[src/rtl/gate_vector_sweeper_pkg.sv]
// Shared definitions for the gate vector sweeper: the sweep states, the
// field widths, and the reference model of the three-input gate block.
package sweep_pkg;

  localparam int ERR_W = 4;
  localparam int VEC_W = 3;

  typedef enum logic [1:0] {
    ST_IDLE  = 2'd0,
    ST_DRIVE = 2'd1,
    ST_DONE  = 2'd2
  } sweep_state_e;

  // Expected {d,e} for vector {a,b,c}: d = (a & b) | ~c, e = ~c.
  function automatic logic [1:0] gate_expect(input logic [VEC_W-1:0] vec);
    logic a, b, c;
    a = vec[2];
    b = vec[1];
    c = vec[0];
    return {(a & b) | ~c, ~c};
  endfunction

endpackage

[src/rtl/gate_vector_sweeper_if.sv]
// Bundle between the sweeper, its test controller and the gate block.
// The slave modport is the sweeper; the master modport is whoever drives
// start and returns the gate responses. The signature output only exists
// when SWEEP_SIGNATURE_EN is defined.
interface gate_vector_sweeper_if;
  import sweep_pkg::*;

  logic             start;
  logic             busy;
  logic             done;
  logic             fail;
  logic [ERR_W-1:0] err_cnt;
  logic [VEC_W-1:0] last_fail_vec;
  logic             a_o;
  logic             b_o;
  logic             c_o;
  logic             d_i;
  logic             e_i;
`ifdef SWEEP_SIGNATURE_EN
  logic [15:0]      sig_o;

  modport master (
    output start, d_i, e_i,
    input  busy, done, fail, err_cnt, last_fail_vec, a_o, b_o, c_o, sig_o
  );

  modport slave (
    input  start, d_i, e_i,
    output busy, done, fail, err_cnt, last_fail_vec, a_o, b_o, c_o, sig_o
  );
`else
  modport master (
    output start, d_i, e_i,
    input  busy, done, fail, err_cnt, last_fail_vec, a_o, b_o, c_o
  );

  modport slave (
    input  start, d_i, e_i,
    output busy, done, fail, err_cnt, last_fail_vec, a_o, b_o, c_o
  );
`endif

endinterface

[src/rtl/gate_vector_sweeper_hold_timer.sv]
// Hold timer: counts the cycles a vector has been driven and flags the
// cycle whose closing edge is the sample edge (count == HOLD_CYCLES-1).
// The count restarts on clr and after every tick.
module sweep_hold_timer #(
  parameter int HOLD_CYCLES = 10
) (
  input  logic clk,
  input  logic rst,
  input  logic clr,
  input  logic en,
  output logic tick
);

  localparam int CNT_W = (HOLD_CYCLES > 1) ? $clog2(HOLD_CYCLES) : 1;

  logic [CNT_W-1:0] hold_cnt;

  assign tick = en && (hold_cnt == CNT_W'(HOLD_CYCLES - 1));

  // Advance the hold count while enabled; wrap to zero at the sample edge.
  always_ff @(posedge clk) begin
    if (rst || clr) begin
      hold_cnt <= '0;
    end else if (tick) begin
      hold_cnt <= '0;
    end else if (en) begin
      hold_cnt <= hold_cnt + 1'b1;
    end
  end

endmodule

[src/rtl/gate_vector_sweeper.sv]
// Gate vector sweeper: steps {a,b,c} through 0..NUM_VEC-1, holding each
// vector HOLD_CYCLES cycles, and checks {d,e} against the reference at
// the last edge of each hold. Define SWEEP_SIGNATURE_EN to add a 16-bit
// shift signature of the sampled responses.
//
//   state    | meaning
//   ---------+-----------------------------------------------
//   ST_IDLE  | waiting for start, gate inputs held at 0
//   ST_DRIVE | driving vec, sampling at each hold timer tick
//   ST_DONE  | one-cycle done pulse, then back to idle
module gate_vector_sweeper
  import sweep_pkg::*;
#(
  parameter int HOLD_CYCLES = 10,
  parameter int NUM_VEC     = 8
) (
  input logic                 clk,
  input logic                 rst,
  gate_vector_sweeper_if.slave bus
);

  sweep_state_e     state;
  logic [VEC_W-1:0] vec;
  logic [ERR_W-1:0] err_cnt;
  logic [VEC_W-1:0] last_fail_vec;
  logic             fail;
  logic             tick;
  logic             accept;
  logic             driving;
  logic             last_vec;
  logic             mismatch;

  assign driving  = (state == ST_DRIVE);
  assign accept   = (state == ST_IDLE) && bus.start;
  assign last_vec = (vec == VEC_W'(NUM_VEC - 1));
  assign mismatch = ({bus.d_i, bus.e_i} != gate_expect(vec));

  sweep_hold_timer #(
    .HOLD_CYCLES(HOLD_CYCLES)
  ) u_hold_timer (
    .clk (clk),
    .rst (rst),
    .clr (accept),
    .en  (driving),
    .tick(tick)
  );

  // Sweep sequencing: idle -> drive on start, drive -> done after the last sample.
  always_ff @(posedge clk) begin
    if (rst) begin
      state <= ST_IDLE;
    end else begin
      case (state)
        ST_IDLE:  if (bus.start) state <= ST_DRIVE;
        ST_DRIVE: if (tick && last_vec) state <= ST_DONE;
        ST_DONE:  state <= ST_IDLE;
        default:  state <= ST_IDLE;
      endcase
    end
  end

  // Vector stepping and response checking; vec returns to 0 on leaving DRIVE.
  always_ff @(posedge clk) begin
    if (rst) begin
      vec           <= '0;
      err_cnt       <= '0;
      last_fail_vec <= '0;
      fail          <= 1'b0;
    end else begin
      fail <= 1'b0;
      if (accept) begin
        vec           <= '0;
        err_cnt       <= '0;
        last_fail_vec <= '0;
      end else if (tick) begin
        if (mismatch) begin
          if (err_cnt != '1) err_cnt <= err_cnt + 1'b1;
          last_fail_vec <= vec;
          fail          <= 1'b1;
        end
        vec <= last_vec ? '0 : vec + 1'b1;
      end
    end
  end

`ifdef SWEEP_SIGNATURE_EN
  logic [15:0] sig;

  // Shift each sampled {d,e} pair into the signature.
  always_ff @(posedge clk) begin
    if (rst || accept) begin
      sig <= '0;
    end else if (tick) begin
      sig <= {sig[13:0], bus.d_i, bus.e_i};
    end
  end

  assign bus.sig_o = sig;
`endif

  // Gate inputs follow vec only while driving so idle/done always present 000.
  assign bus.a_o           = driving & vec[2];
  assign bus.b_o           = driving & vec[1];
  assign bus.c_o           = driving & vec[0];
  assign bus.busy          = driving;
  assign bus.done          = (state == ST_DONE);
  assign bus.fail          = fail;
  assign bus.err_cnt       = err_cnt;
  assign bus.last_fail_vec = last_fail_vec;

endmodule

[src/flat_wrapper.sv]
// flat-port wrapper written by rule: the top's interface ports become plain ports
module gate_vector_sweeper_flat import sweep_pkg::*;
#(
  parameter int HOLD_CYCLES = 10,
  parameter int NUM_VEC     = 8
)
  (clk, rst, bus_start, bus_d_i, bus_e_i, bus_busy, bus_done, bus_fail, bus_err_cnt, bus_last_fail_vec, bus_a_o, bus_b_o, bus_c_o);
  gate_vector_sweeper_if bus_i ();
  input logic clk;
  input logic rst;
  input wire logic [$bits(bus_i.start)-1:0] bus_start;
  input wire logic [$bits(bus_i.d_i)-1:0] bus_d_i;
  input wire logic [$bits(bus_i.e_i)-1:0] bus_e_i;
  output wire logic [$bits(bus_i.busy)-1:0] bus_busy;
  output wire logic [$bits(bus_i.done)-1:0] bus_done;
  output wire logic [$bits(bus_i.fail)-1:0] bus_fail;
  output wire logic [$bits(bus_i.err_cnt)-1:0] bus_err_cnt;
  output wire logic [$bits(bus_i.last_fail_vec)-1:0] bus_last_fail_vec;
  output wire logic [$bits(bus_i.a_o)-1:0] bus_a_o;
  output wire logic [$bits(bus_i.b_o)-1:0] bus_b_o;
  output wire logic [$bits(bus_i.c_o)-1:0] bus_c_o;
  assign bus_i.start = bus_start;
  assign bus_i.d_i = bus_d_i;
  assign bus_i.e_i = bus_e_i;
  assign bus_busy = bus_i.busy;
  assign bus_done = bus_i.done;
  assign bus_fail = bus_i.fail;
  assign bus_err_cnt = bus_i.err_cnt;
  assign bus_last_fail_vec = bus_i.last_fail_vec;
  assign bus_a_o = bus_i.a_o;
  assign bus_b_o = bus_i.b_o;
  assign bus_c_o = bus_i.c_o;
  gate_vector_sweeper #(.HOLD_CYCLES(HOLD_CYCLES), .NUM_VEC(NUM_VEC)) u_core (.clk(clk), .rst(rst), .bus(bus_i));
endmodule
[config.mk]
export PLATFORM = sky130hd
export DESIGN_NAME = gate_vector_sweeper_flat
export DESIGN_NICKNAME = d
export VERILOG_FILES = /design/src/rtl/gate_vector_sweeper_pkg.sv /design/src/rtl/gate_vector_sweeper_if.sv /design/src/rtl/gate_vector_sweeper_hold_timer.sv /design/src/rtl/gate_vector_sweeper.sv /design/src/flat_wrapper.sv
export SDC_FILE = /design/constraint.sdc
export NUM_CORES = 1
export LEC_CHECK = 0
export ABC_CLOCK_PERIOD_IN_PS = 3300
export BUFFER_PORTS_ARGS = -buffer_cell sky130_fd_sc_hd__buf_2
export CORE_MARGIN = 2
export CORE_UTILIZATION = 44
export CTS_CLUSTER_DIAMETER = 120
export DETAILED_ROUTE_END_ITERATION = 8
export GPL_TIMING_DRIVEN = 1
export PLACE_DENSITY = 0.75
export SLEW_MARGIN = 0
export SYNTH_ARGS = -nofsm -noshare
export SYNTH_HDL_FRONTEND = slang
export SYNTH_SLANG_ARGS = --single-unit
[constraint.sdc]
create_clock -name clk -period 3.3 [get_ports clk]
set_input_delay 0.165 -clock clk [delete_from_list [all_inputs] [get_ports clk]]
set_output_delay 0.165 -clock clk [all_outputs]
set_load 0.02 [all_outputs]
==> flow_summary.yaml <==
synthesis:
  synth_area_leader_cell: "dfxtp_1"
  synthFlopType: "dfxtp_1"
  netlist.area_leader.share_pct: 40.2
  syn_area_um2: 847
  synth.avg_cell_area_um2: 8.64
  netlist_instances: 98
  synth_common_cells: "dfxtp_1 (17), nand2_1 (14), nor2_1 (6), a21oi_1 (5), ha_1 (5)"
  synthArstFlopShare_pct: 0
  syn_nets: 108
  yosys_warnings: 0
  ys_ff_latch: 17
  synth.top_cells.by_area: "dfxtp_1 (40%), ha_1 (7.4%), nand2_1 (6.2%)"
  synth_cell_type_count: 37
  yosysMostFrequentCell: "dfxtp_1"
  yosysSeqAreaShare_pct: 40.2
  synth_edf_count: 0
sta:
  rsz0062_at_grt: "false"
  worst_slack_ns: 1.64
  hold_viol: 0
  period_minus_slack_ns: 1.66
  fin_crit_sh_pct: 50.2
  maxSlewHeadroom_pct: 62.5
  tns_ns: 0
  worst_pin_slew_ns: 0.560
  timing.fmax_mhz: 603
  maxSlewViolCount: 0
  setup_viol: 0
  hold_ws_ns: 0.0792
  fin_worst_skew_ns: 0.00586
layout:
  design_area_um2: 978
  instances_no_fill: 142
  layout-drive-gt1-share_pct: 21.4
  num-nets-final: 128
  num_antenna_cells: 0
  final_util_pct: 55.5
  area_growth_pct: 15.5
placed_design:
  place.port_buffers: 17
  gp_congestion: 0.730
  detailedPlace.worstSlack_ns: 1.68
  place_area_um2: 951
  dp_hpwl_mm: 1.22
  dp.cells: 138
critical_path:
  cp_common_cell: "or3_1"
  slowest_delay_ns: 0.46
  crit_family: "simple AND/OR/NAND/NOR gates"
  worst_r2r_startpoint: "u_core.u_hold_timer.hold_cnt[0]$_SDFFE_PP0N_"
  path_cells: "ha_1 > nand2_1 > or3_1 > or3_1 > a21oi_2"
  reg2reg_slack_ns: 1.64
  critPathCaptureType: "register"
  cp.required_ns: 3.54
  crit_slowest_cell: "or3_1"
  critPathBufInv: 0
  cp-start-kind: "register"
  arrival_ns: 1.90
  cp_max_fo: 10
  r2r-end: "u_core.vec[0]$_SDFFE_PP0N_"
  r2r_cells: 5
  critPathKind: "register to register"
floorplanning:
  core-area_um2: 1760
  start_util_pct: 48.0
  rows: 15
  ios: 18
  dieArea_um2: 2290
  fp.dieW_um: 47.9
  fp.dieH_um: 47.9
power:
  powerDensity_nw_per_um2: 361
  total_power_mw: 0.354
  p_comb_share_pct: 7.4
  vdd_drop_max_uv: 192
  seqPwrFrac_pct: 59.6
  power.internal_mw: 0.263
  leakage_nw: 0.424
  p_clk_share_pct: 32.9
  p_sw_share_pct: 25.7
  p_sw_mw: 0.0908
global_routing:
  met3_usage_pct: 2.26
  grt_use_met1_pct: 22.6
  track_usage_pct: 16.8
  grt_pass1_wl_mm: 2.74
  globalRouteMet2Util_pct: 26.4
  grt_pass1_vias: 653
  grt_max_degree: 12
  grt.busiest_layer: "met2"
  antenna_found_initial: 0
  grt.overflow.total: 0
route:
  wl_per_cell_um: 12.0
  detailroute.via_count: 768
  viasPerCell: 5.41
  drt-pass1-iter-count: 4
  ant_nets: 0
  drt_iter0_drc: 12
  routed_wl_mm: 1.70
  drc: 0
flow_run:
  maxCapViolCount: 0
min_path:
  hp-class: "input port to register"
  hp-start: "rst"
  min_path_cells: 2
  hold_end: "u_core.state[1]$_SDFFE_PP0P_"
cts:
  clock-root-buffer: "clkbuf_4"
  cts_setup_buffers: 0
  holdBufCountCts: 0
  cts_sinks: 17
  cts_resized: 0
  clockBufferDepth: 2
  htreeDepth: 1
  clk_pin_slew_ns: 0.10
  clk_latency_ns: 0.30
  cts_tree: "yes"
  numCtsBuffers: 3
status:
  status: "complete, no violations"
-- logic make-up (layout without fill, tap and decap cells) --
logic type	Yosys count	in the layout	synth area share, %
DFF	17	17	40.2
buffers and inverters	6	25	3.69
adders and majority gates	5	5	7.39
AOI/OAI and AO/OA	20	20	15.5
muxes	2	2	2.36
xor gates and xnor gates	2	2	2.07
and+or+nand+nor	46	46	28.8
-- routing by layer --
layer	vias to the layer above	routed length [um]	share of wire [%]
met2	22	775	46
met1	355	823	48
met3	4	67	3.9
met5	-	0	0
met4	0	31	1.8
li1	387	-	-
-- worst reg2reg max path: cells and delay by family (launching register included) --
kind | cells | cell delay (ns)
AO/OA/AOI/OAI | 1 | 0.11
adder cells (fa/ha/maj) | 1 | 0.19
flip-flops | 1 | 0.41
AND/OR/NAND/NOR | 3 | 0.90
-- cell type report --
type | instances | area (um2)
tap | 25 | 31.3
clock inverter | 1 | 5.00
inverter | 3 | 11.3
fill | 186 | 786
sequential | 17 | 340
multi-input combinational | 75 | 475
timing repair buffer | 18 | 92.6
clock buffer | 3 | 22.5
-- worst max-delay path by stage --
stage / end / cells past startpoint / slack, ns / startpoint
3_3_place_gp: u_core.vec[0]$_SDFFE_PP0N_ / 5 / 1.72 / u_core.u_hold_timer.hold_cnt[0]$_SDFFE_PP0N_
6_report: u_core.vec[0]$_SDFFE_PP0N_ / 5 / 1.64 / u_core.u_hold_timer.hold_cnt[0]$_SDFFE_PP0N_
2_1_floorplan: u_core.vec[0]$_SDFFE_PP0N_ / 6 / 1.77 / u_core.u_hold_timer.hold_cnt[0]$_SDFFE_PP0N_
4_1_cts: u_core.vec[0]$_SDFFE_PP0N_ / 5 / 1.65 / u_core.u_hold_timer.hold_cnt[0]$_SDFFE_PP0N_
5_1_grt: u_core.bus.err_cnt[2]$_SDFFE_PP0P_ / 5 / 1.55 / u_core.u_hold_timer.hold_cnt[0]$_SDFFE_PP0N_
3_5_place_dp: u_core.vec[0]$_SDFFE_PP0N_ / 5 / 1.68 / u_core.u_hold_timer.hold_cnt[0]$_SDFFE_PP0N_
-- state kept, by name (all words and copies together) (netlist names) --
| signal | count |
|---|---|
| u_core.state | 2 |
| u_core.u_hold_timer.hold_cnt | 4 |
| u_core.bus.err_cnt | 4 |
| u_core.bus.last_fail_vec | 3 |
| u_core.bus.fail | 1 |
| u_core.vec | 3 |
-- power groups by stage --
stage / Sequential [mW] / Clock, mW / Combinational [mW]
2_1_floorplan: 0.215 / 0 / 0.0189
3_3_place_gp: 0.215 / 0 / 0.0257
3_5_place_dp: 0.215 / 0 / 0.0265
4_1_cts: 0.211 / 0.115 / 0.0266
5_1_grt: 0.211 / 0.125 / 0.0297
6_report: 0.211 / 0.116 / 0.0263
-- cells in the final DEF, fill, tap and decap left out, drive strengths merged, types with 2 or more instances in the layout --
| cell type | Yosys | layout |
|---|---|---|
| ha | 5 | 5 |
| mux2i | 2 | 2 |
| nand2b | 2 | 2 |
| inv | 2 | 2 |
| clkbuf | 1 | 3 |
| nand3 | 4 | 4 |
| dfxtp | 17 | 17 |
| buf | 2 | 18 |
| nand2 | 14 | 14 |
| or3 | 3 | 3 |
| o21ai | 4 | 4 |
| and2 | 4 | 4 |
| nor2 | 6 | 6 |
| nor3 | 4 | 4 |
| a211oi | 3 | 3 |
| a21oi | 6 | 6 |
| clkinv | 1 | 2 |
| a31oi | 2 | 2 |
(Power assumes the default switching activity.)
